## config.mk

```make
export PLATFORM = sky130hd
export DESIGN_NAME = seg_readback_decoder
export DESIGN_NICKNAME = d
export VERILOG_FILES = /design/src/rtl/seg_readback_decoder.sv
export SDC_FILE = /design/constraint.sdc
export NUM_CORES = 1
export LEC_CHECK = 0
export CAP_MARGIN = 5
export CORE_ASPECT_RATIO = 0.5
export CORE_MARGIN = 4
export CORE_UTILIZATION = 35
export DETAILED_ROUTE_END_ITERATION = 8
export PLACE_DENSITY = 0.56
export SYNTH_ARGS = -nofsm -noshare
export SYNTH_HDL_FRONTEND = slang
export SYNTH_SLANG_ARGS = --single-unit
```

## constraint.sdc

```tcl
create_clock -name clk -period 3.7 [get_ports clk]
set_clock_uncertainty 0.2 [all_clocks]
set_input_delay 0.925 -clock clk [delete_from_list [all_inputs] [get_ports clk]]
set_output_delay 0.925 -clock clk [all_outputs]
set_load 0.05 [all_outputs]
```

## src/rtl/seg_readback_decoder.sv

```systemverilog
// Seven-segment bus snooper: qualifies each scanned digit and rebuilds BCD frames.
// Build option: define SEGDEC_ALT_GLYPH_EN to accept the alternate 7 (0x78) and 9 (0x18) glyphs.
module seg_readback_decoder #(
    parameter int DIGITS     = 4,
    parameter int STABLE_CYC = 4
) (
    input  logic                  clk,
    input  logic                  rst,
    input  logic [7:0]            seg_in,
    input  logic [DIGITS-1:0]     an_in,
    output logic [4*DIGITS-1:0]   value_out,
    output logic [DIGITS-1:0]     dp_out,
    output logic                  err_out,
    output logic                  frame_valid
);
    localparam logic [7:0] CNT_LAST = 8'(STABLE_CYC - 1);
    localparam logic [7:0] CNT_SAT  = 8'(STABLE_CYC);

    typedef enum logic [1:0] {IDLE, SETTLE, HELD} state_t;

    logic [7:0]          seg_s1, seg_s2;
    logic [DIGITS-1:0]   an_s1, an_s2;
    logic [DIGITS+7:0]   prev_sample;
    state_t              state, state_nxt;
    logic [7:0]          cnt, cnt_nxt;
    logic [7:0]          zero_cnt;
    logic                one_cold, same, latch;
    logic [3:0]          glyph_nib;
    logic                glyph_err;
    logic [4*DIGITS-1:0] shadow_val, shadow_val_nxt;
    logic [DIGITS-1:0]   shadow_dp, shadow_dp_nxt;
    logic                shadow_err, shadow_err_nxt;
    logic [DIGITS-1:0]   mask, mask_nxt;
    logic                frame_done;

    // Two-flop synchronizers plus the previous synchronized sample for change detection
    always_ff @(posedge clk) begin
        if (rst) begin
            seg_s1      <= '0;
            seg_s2      <= '0;
            an_s1       <= '0;
            an_s2       <= '0;
            prev_sample <= '0;
        end else begin
            seg_s1      <= seg_in;
            seg_s2      <= seg_s1;
            an_s1       <= an_in;
            an_s2       <= an_s1;
            prev_sample <= {an_s2, seg_s2};
        end
    end

    always_comb begin
        zero_cnt = '0;
        for (int i = 0; i < DIGITS; i++) begin
            if (!an_s2[i]) zero_cnt = zero_cnt + 8'd1;
        end
        one_cold = (zero_cnt == 8'd1);
        same     = ({an_s2, seg_s2} == prev_sample);
    end

    always_comb begin
        glyph_nib = 4'hE;
        glyph_err = 1'b0;
        case (seg_s2[6:0])
            7'h40: glyph_nib = 4'h0;
            7'h79: glyph_nib = 4'h1;
            7'h24: glyph_nib = 4'h2;
            7'h30: glyph_nib = 4'h3;
            7'h19: glyph_nib = 4'h4;
            7'h12: glyph_nib = 4'h5;
            7'h02: glyph_nib = 4'h6;
            7'h58: glyph_nib = 4'h7;
            7'h00: glyph_nib = 4'h8;
            7'h10: glyph_nib = 4'h9;
            7'h7F: glyph_nib = 4'hF;
`ifdef SEGDEC_ALT_GLYPH_EN
            7'h78: glyph_nib = 4'h7;
            7'h18: glyph_nib = 4'h9;
`endif
            default: begin
                glyph_nib = 4'hE;
                glyph_err = 1'b1;
            end
        endcase
    end

    always_ff @(posedge clk) begin
        if (rst) begin
            state <= IDLE;
            cnt   <= '0;
        end else begin
            state <= state_nxt;
            cnt   <= cnt_nxt;
        end
    end

    // Dwell qualification: count saturates at STABLE_CYC once the digit is latched
    always_comb begin
        state_nxt = state;
        cnt_nxt   = cnt;
        if (!one_cold) begin
            state_nxt = IDLE;
            cnt_nxt   = '0;
        end else begin
            case (state)
                IDLE: begin
                    state_nxt = SETTLE;
                    cnt_nxt   = 8'd1;
                end
                SETTLE: begin
                    if (!same) begin
                        cnt_nxt = 8'd1;
                    end else if (cnt == CNT_LAST) begin
                        state_nxt = HELD;
                        cnt_nxt   = CNT_SAT;
                    end else begin
                        cnt_nxt = cnt + 8'd1;
                    end
                end
                HELD: begin
                    if (!same) begin
                        state_nxt = SETTLE;
                        cnt_nxt   = 8'd1;
                    end
                end
                default: begin
                    state_nxt = IDLE;
                    cnt_nxt   = '0;
                end
            endcase
        end
    end

    always_comb begin
        latch = one_cold && (state == SETTLE) && same && (cnt == CNT_LAST);
    end

    // A full mask is transferred and cleared first, so a coincident latch opens the next frame
    always_comb begin
        frame_done     = &mask;
        mask_nxt       = frame_done ? '0 : mask;
        shadow_err_nxt = frame_done ? 1'b0 : shadow_err;
        shadow_val_nxt = shadow_val;
        shadow_dp_nxt  = shadow_dp;
        if (latch) begin
            shadow_err_nxt = shadow_err_nxt | glyph_err;
            for (int i = 0; i < DIGITS; i++) begin
                if (!an_s2[i]) begin
                    shadow_val_nxt[4*i +: 4] = glyph_nib;
                    shadow_dp_nxt[i]         = ~seg_s2[7];
                    mask_nxt[i]              = 1'b1;
                end
            end
        end
    end

    always_ff @(posedge clk) begin
        if (rst) begin
            mask        <= '0;
            shadow_val  <= '0;
            shadow_dp   <= '0;
            shadow_err  <= 1'b0;
            value_out   <= '0;
            dp_out      <= '0;
            err_out     <= 1'b0;
            frame_valid <= 1'b0;
        end else begin
            mask        <= mask_nxt;
            shadow_val  <= shadow_val_nxt;
            shadow_dp   <= shadow_dp_nxt;
            shadow_err  <= shadow_err_nxt;
            frame_valid <= frame_done;
            if (frame_done) begin
                value_out <= shadow_val;
                dp_out    <= shadow_dp;
                err_out   <= shadow_err;
            end
        end
    end

endmodule

```

==> results of run 1 <==
[worst paths after layout]
path                                            from                     endpoint  slack [ns]  cells past startpoint
worst max-delay path             an_s2[0]$_SDFF_PP0_  shadow_val[14]$_SDFFE_PP0P_        0.38                     10
worst min-delay path            seg_s1[3]$_SDFF_PP0_         seg_s2[3]$_SDFF_PP0_        0.24                      1
worst max register to register   an_s2[0]$_SDFF_PP0_  shadow_val[14]$_SDFFE_PP0P_        0.38                     10
worst min register to register  seg_s1[3]$_SDFF_PP0_         seg_s2[3]$_SDFF_PP0_        0.24                      1
[cell type report]
type                            instances  share of cell area, %
Inverter                                5                  0.417
Multi-Input combinational cell        291                   38.9
Clock inverter                          7                   2.14
Tap cell                              140                   3.89
Timing Repair Buffer                   39                   8.33
Sequential cell                        93                   41.3
Clock buffer                            9                   5.00
[power groups by stage]
stage	sequential, W	clock (W)	combinational [W]
6_report	0.00103	0.000985	0.000111
5_1_grt	0.00104	0.00106	0.000124
2_1_floorplan	0.00105	0	0.0000861
3_3_place_gp	0.00106	0	0.000110
3_5_place_dp	0.00106	0	0.000111
4_1_cts	0.00103	0.00102	0.000112
[cells in the mapped netlist, types with 2 or more instances]
| master | count | area (sq um) |
|---|---|---|
| dfxtp_1 | 93 | 1860 |
| ha_1 | 4 | 50.1 |
| xnor2_1 | 4 | 35.0 |
| o21bai_1 | 2 | 15.0 |
| nand2_1 | 73 | 274 |
| mux2i_1 | 16 | 160 |
| nand2b_1 | 5 | 31.3 |
| a21oi_1 | 35 | 175 |
| o21ai_0 | 2 | 10.0 |
| inv_1 | 3 | 11.3 |
| and4_1 | 3 | 26.3 |
| a22oi_1 | 2 | 15.0 |
| nor3_1 | 8 | 40.0 |
| a32oi_1 | 4 | 35.0 |
| buf_2 | 5 | 25.0 |
| o32a_1 | 2 | 20.0 |
| nor2_1 | 27 | 101 |
| nor4_1 | 12 | 75.1 |
| xor2_1 | 16 | 140 |
| nor2b_1 | 35 | 219 |
| and2_1 | 2 | 12.5 |
| nand3b_1 | 4 | 30.0 |
| nand3_1 | 7 | 35.0 |
| nand4_1 | 6 | 37.5 |
| or3b_1 | 2 | 17.5 |
| clkbuf_1 | 22 | 82.6 |
| o31ai_1 | 2 | 15.0 |
[per-stage QoR]
| stage | setup slack [ns] | cells | area (sq um) | util, % | hold WS, ns |
|---|---|---|---|---|---|
| 6_report | 0.377 | 584 | 4510 | 43.7 | 0.235 |
| 3_5_place_dp | 0.448 | 568 | 4180 | 40.6 | 0.225 |
| 3_3_place_gp | 0.524 | 568 | 4180 | 40.6 | 0.220 |
| 4_1_cts | 0.382 | 584 | 4510 | 43.7 | 0.241 |
| 5_1_grt | 0.185 | 584 | 4510 | 43.7 | 0.255 |
| 2_1_floorplan | 0.672 | 417 | 3740 | - | 0.214 |
[state kept, by name, indices dropped and copies added (netlist names), 8 cells and up]
| register | cells |
|---|---|
| shadow_val | 16 |
| value_out | 16 |
| prev_sample | 12 |
| cnt | 8 |
| seg_s1 | 8 |
| seg_s2 | 8 |
[routing by layer]
metal,routed length (microns),up-vias,track usage (%)
met5,0,-,0
met4,101,0,5.55
met2,3250,61,19.1
met1,3910,1283,17.4
met3,409,8,4.15
li1,-,1466,-
[logic make-up after synthesis]
| logic type | synth area share (%) |
|---|---|
| adder cells (fa/ha/maj) | 1.34 |
| XOR/XNOR | 4.68 |
| multiplexers | 4.88 |
| flip-flops | 49.7 |
| AND/OR/NAND/NOR | 25.3 |
| buffers and inverters | 3.47 |
| AO/OA/AOI/OAI | 10.6 |
[worst reg2reg max path, delay by kind of cell (launching register included)]
kind | cells | cell delay, ns
mux | 2 | 0.68
xor+xnor | 1 | 0.17
simple gates | 3 | 0.74
fa+ha+maj | 2 | 0.70
flops | 1 | 0.39
buf+inv | 2 | 0.30
[layout by cell type (no fill, tap or decap), drive strengths merged, types with 3 or more instances in the layout]
| cell type | n |
|---|---|
| nand3 | 7 |
| nor2b | 35 |
| inv | 7 |
| a32oi | 4 |
| ha | 4 |
| clkinv | 3 |
| a21oi | 35 |
| xor2 | 16 |
| nand2 | 73 |
| nor4 | 12 |
| nor3 | 8 |
| mux2i | 16 |
| clkbuf | 9 |
| nand2b | 5 |
| nand3b | 4 |
| dfxtp | 93 |
| clkdlybuf4s50 | 34 |
| nand4 | 6 |
| and4 | 3 |
| buf | 5 |
| nor2 | 27 |
| xnor2 | 4 |
==> results.sh, run 1 <==
export IMPL_crit_type="flip-flop to flip-flop"
export IMPL_dp_hpwl_microns=5220
export IMPL_ir_drop_mv=0.188
export IMPL_cp_data_arrival_time_ns=3.31
export IMPL_clk_pin_slew_ns=0.07
export IMPL_setup_total_negative_slack_ns=0
export IMPL_via_per_inst=4.83
export IMPL_p_seq_share_pct=48.6
export IMPL_min_path_type="flip-flop to flip-flop"
export IMPL_crit_chain="inv_1, ha_1, xnor2_1, ha_1, or2_1, mux4_2, nor2_1, buf_4, nand4_1, mux2i_1"
export IMPL_ys_seq_area_share_pct=49.7
export IMPL_path_buf_inv=2
export IMPL_cp_max_fo=9
export IMPL_fin_nets=457
export IMPL_cts_max_level=3
export IMPL_wl_microns=7670
export IMPL_core_sq_um=10300
export IMPL_p_sw_w=0.000465
export IMPL_ys_types=48
export IMPL_area_growth_pct=20.3
export IMPL_vias=2818
export IMPL_slew_headroom_pct=51.0
export IMPL_insertion_delay_ns=0.34
export IMPL_start_util_pct=36.3
export IMPL_synth_seq_cells=93
export IMPL_clock_tree_root_cell="clkbuf_16"
export IMPL_slowest_delay_ns=0.47
export IMPL_p_sw_share_pct=21.8
export IMPL_cts_tree="done"
export IMPL_async_flop_share_pct=0
export IMPL_worst_pin_slew_ns=0.729
export IMPL_cts_repair_resized=0
export IMPL_status="completed"
export IMPL_ant_nets=0
export IMPL_n_antenna_cell=0
export IMPL_grt_pass1_vias=2559
export IMPL_setup_viol=0
export IMPL_ys_warn_count=0
export IMPL_fp_dieW_microns=154
export IMPL_grt_use_total_pct=12.9
export IMPL_drive_above_1_share_pct=6.08
export IMPL_seq_area_sq_um=1860
export IMPL_slowest_stage="mux4_2"
export IMPL_syn_inst=417
export IMPL_multi_input_area_sq_um=1750
export IMPL_cts_setup_buffers=0
export IMPL_io_pins=36
export IMPL_worst_setup_path_start_kind="flip-flop"
export IMPL_overflow=0
export IMPL_cp_end_kind="flip-flop"
export IMPL_cts_sinks=93
export IMPL_clock_power_share_pct=46.2
export IMPL_power_density_nw_per_um2=473
export IMPL_post_route_drc_count=0
export IMPL_power_total_w=0.00213
export IMPL_rsz0062_at_grt="false"
export IMPL_drt_iter0_drc=92
export IMPL_synth_edf_count=0
export IMPL_period_share_pct=89.8
export IMPL_min_period_ns=3.32
export IMPL_post_drt_wl_per_cell_microns=13.1
export IMPL_clockBufferDepth=2
export IMPL_gp_congestion=0.803
export IMPL_maxCapViolations=0
export IMPL_die_area_sq_um=12500
export IMPL_cp_top_family="simple AND/OR/NAND/NOR gates"
export IMPL_antenna_found_initial=0
export IMPL_p_int_w=0.00167
export IMPL_fp_dieH_microns=81.1
export IMPL_required_ns=3.69
export IMPL_synth_ff_type="dfxtp_1"
export IMPL_syn_area_per_cell_sq_um=8.98
export IMPL_numPortBuffers=35
export IMPL_grt_max_degree=69
export IMPL_max_freq_ghz=0.301
export IMPL_syn_cell_area_sq_um=3740
export IMPL_p_leak_nw=1.69
export IMPL_ctsHoldBuffers=0
export IMPL_drv_slew=0
export IMPL_cpMostUsedCell="ha_1"
export IMPL_drt_pass1_iterations=4
export IMPL_comb_power_share_pct=5.2
export IMPL_grt_pass1_wl_microns=12800
export IMPL_synth_nets=435
export IMPL_fillers=1025
export IMPL_hold_violations=0
export IMPL_placementRows=26
export IMPL_numCtsBuffers=9
Power figures use the tool's default switching activity.
==> run 2: changes to the inputs <==
CORE_UTILIZATION = 56   (was 35)
PLACE_DENSITY = 0.81   (was 0.56)
==> run 2 against run 1 <==
  * Die area is 35% lower
  * Utilization is 26 points higher
  * Count of clock-buffer cells in the layout is 1 higher
  * Via count is 3.0% higher
  * Maximum frequency is 3.0% higher
  * Final area is 2.5% lower
  * Cell count is 9.2% lower
  * Largest cell class unchanged
  * Largest power group unchanged
  * Highest routed layer unchanged
==> results.sh, run 2 (synthesis results as in run 1) <==
export IMPL_final_cell_mix="dfxtp_1, nand2_1, a21oi_1, nor2b_1, clkdlybuf4s50_1"
export IMPL_p_leak_nw=1.66
export IMPL_via_per_inst=5.48
export IMPL_drive_above_1_share_pct=5.66
export IMPL_io_pins=36
export IMPL_start_util_pct=59.6
export IMPL_min_path_type="flip-flop to flip-flop"
export IMPL_dp_hpwl_microns=5280
export IMPL_gp_congestion=0.851
export IMPL_numPortBuffers=35
export IMPL_drt_iter0_drc=280
export IMPL_fp_dieH_microns=65.8
export IMPL_instances_no_fill=530
export IMPL_vias=2902
export IMPL_grt_pass1_wl_microns=13100
export IMPL_required_ns=3.72
export IMPL_power_density_nw_per_um2=461
export IMPL_cts_tree="done"
export IMPL_post_place_ws_ns=0.498
export IMPL_overflow=0
export IMPL_core_sq_um=6280
export IMPL_worst_setup_path_start_kind="flip-flop"
export IMPL_numCtsBuffers=9
export IMPL_maxCapViolations=0
export IMPL_insertion_delay_ns=0.35
export IMPL_setup_viol=0
export IMPL_crit_type="flip-flop to flip-flop"
export IMPL_fp_dieW_microns=124
export IMPL_final_util_pct=70.0
export IMPL_placementRows=20
export IMPL_setup_total_negative_slack_ns=0
export IMPL_worst_slack_ns=0.473
export IMPL_max_freq_ghz=0.310
export IMPL_cts_max_level=3
export IMPL_cp_end_kind="flip-flop"
export IMPL_cp_data_arrival_time_ns=3.25
export IMPL_clk_pin_slew_ns=0.07
export IMPL_p_seq_share_pct=51.1
export IMPL_cts_repair_resized=0
export IMPL_grt_pass1_vias=2805
export IMPL_clock_power_share_pct=43.4
export IMPL_die_area_sq_um=8140
export IMPL_placed_cells=514
export IMPL_final_common_cell="dfxtp_1"
export IMPL_ant_nets=0
export IMPL_ctsHoldBuffers=0
export IMPL_post_drt_wl_per_cell_microns=14.6
export IMPL_cts_setup_buffers=0
export IMPL_cp_max_fo=6
export IMPL_drt_pass1_iterations=4
export IMPL_min_period_ns=3.23
export IMPL_drv_slew=0
export IMPL_ir_drop_mv=0.297
export IMPL_comb_power_share_pct=5.5
export IMPL_largestRegisters="shadow_val: 16 flops, value_out: 16 flops, prev_sample: 12 flops"
export IMPL_clock_tree_root_cell="clkbuf_16"
export IMPL_post_route_drc_count=0
export IMPL_hold_violations=0
export IMPL_cts_sinks=93
export IMPL_p_sw_w=0.000471
export IMPL_power_total_w=0.00202
export IMPL_grt_max_degree=69
export IMPL_p_int_w=0.00155
export IMPL_fin_nets=455
export IMPL_n_antenna_cell=0
export IMPL_worst_pin_slew_ns=1.06
export IMPL_antenna_found_initial=0
export IMPL_p_sw_share_pct=23.3
export IMPL_grt_use_total_pct=20.7
export IMPL_status="completed"
export IMPL_period_share_pct=87.2
export IMPL_clockBufferDepth=2
export IMPL_rsz0062_at_grt="false"
export IMPL_area_growth_pct=17.3
export IMPL_wl_microns=7740
export IMPL_slew_headroom_pct=29.4
==> run 2: cell count changes in the layout (fill, tap and decap cells not counted), sizes merged <==
cell	before	now
clkbuf	9	10
clkinv	3	2
bufinv	2	0
inv	7	8
clkinvlp	0	1
buf	5	3
==> run 2: power groups by stage <==
stage / combinational, W / clock [W] / sequential [W]
CTS: 0.000109 / 0.000891 / 0.00103
global placement: 0.000103 / 0 / 0.00106
global route: 0.000122 / 0.000937 / 0.00104
floorplan: 0.0000861 / 0 / 0.00105
finish: 0.000111 / 0.000878 / 0.00104
detailed placement: 0.000109 / 0 / 0.00106
==> run 2: through the flow <==
| step | instance area [sq um] | hold WS (ns) |
|---|---|---|
| after CTS | 4390 | 0.242 |
| after global routing | 4390 | 0.254 |
| after floorplan | 3740 | 0.214 |
| final | 4390 | 0.240 |
| after detailed placement | 4100 | 0.227 |
| after global placement | 4100 | 0.218 |
==> run 2: critical path, stage by stage (launching register included) <==
cell and delay, ns:
dfxtp_1 0.39, inv_1 0.11, ha_1 0.38, xnor2_1 0.16
ha_1 0.31, or2_1 0.21, mux4_2 0.46, or3_4 0.41
a2111oi_4 0.36, a21oi_1 0.13
==> run 2: path summary, 6_finish.rpt <==
path | slack, ns | startpoint | to | cells after the start
worst min-delay path | 0.24 | seg_s1[5]$_SDFF_PP0_ | seg_s2[5]$_SDFF_PP0_ | 1
worst max-delay path | 0.47 | an_s2[0]$_SDFF_PP0_ | shadow_val[7]$_SDFFE_PP0P_ | 9
worst max register to register | 0.47 | an_s2[0]$_SDFF_PP0_ | shadow_val[7]$_SDFFE_PP0P_ | 9
worst min register to register | 0.24 | seg_s1[5]$_SDFF_PP0_ | seg_s2[5]$_SDFF_PP0_ | 1
==> run 2: final cells by class <==
cell class | count | area, sq um
fillers | 486 | 1890
flip-flops and latches | 93 | 1860
multi-input cells | 291 | 1750
repair buffers | 37 | 360
clock buffers | 10 | 239
well taps | 88 | 110
clock inverters | 6 | 51.3
inverters | 5 | 18.8
==> run 2: per-layer routing <==
| layer | vias to the layer above | routed length [microns] | global-route usage (%) | part of all wire (%) |
|---|---|---|---|---|
| met5 | - | 0 | 0 | 0 |
| met2 | 79 | 3550 | 32.7 | 46 |
| met4 | 0 | 100 | 6.21 | 1.3 |
| met1 | 1355 | 3690 | 27.0 | 48 |
| met3 | 11 | 400 | 7.01 | 5.2 |
| li1 | 1457 | - | - | - |
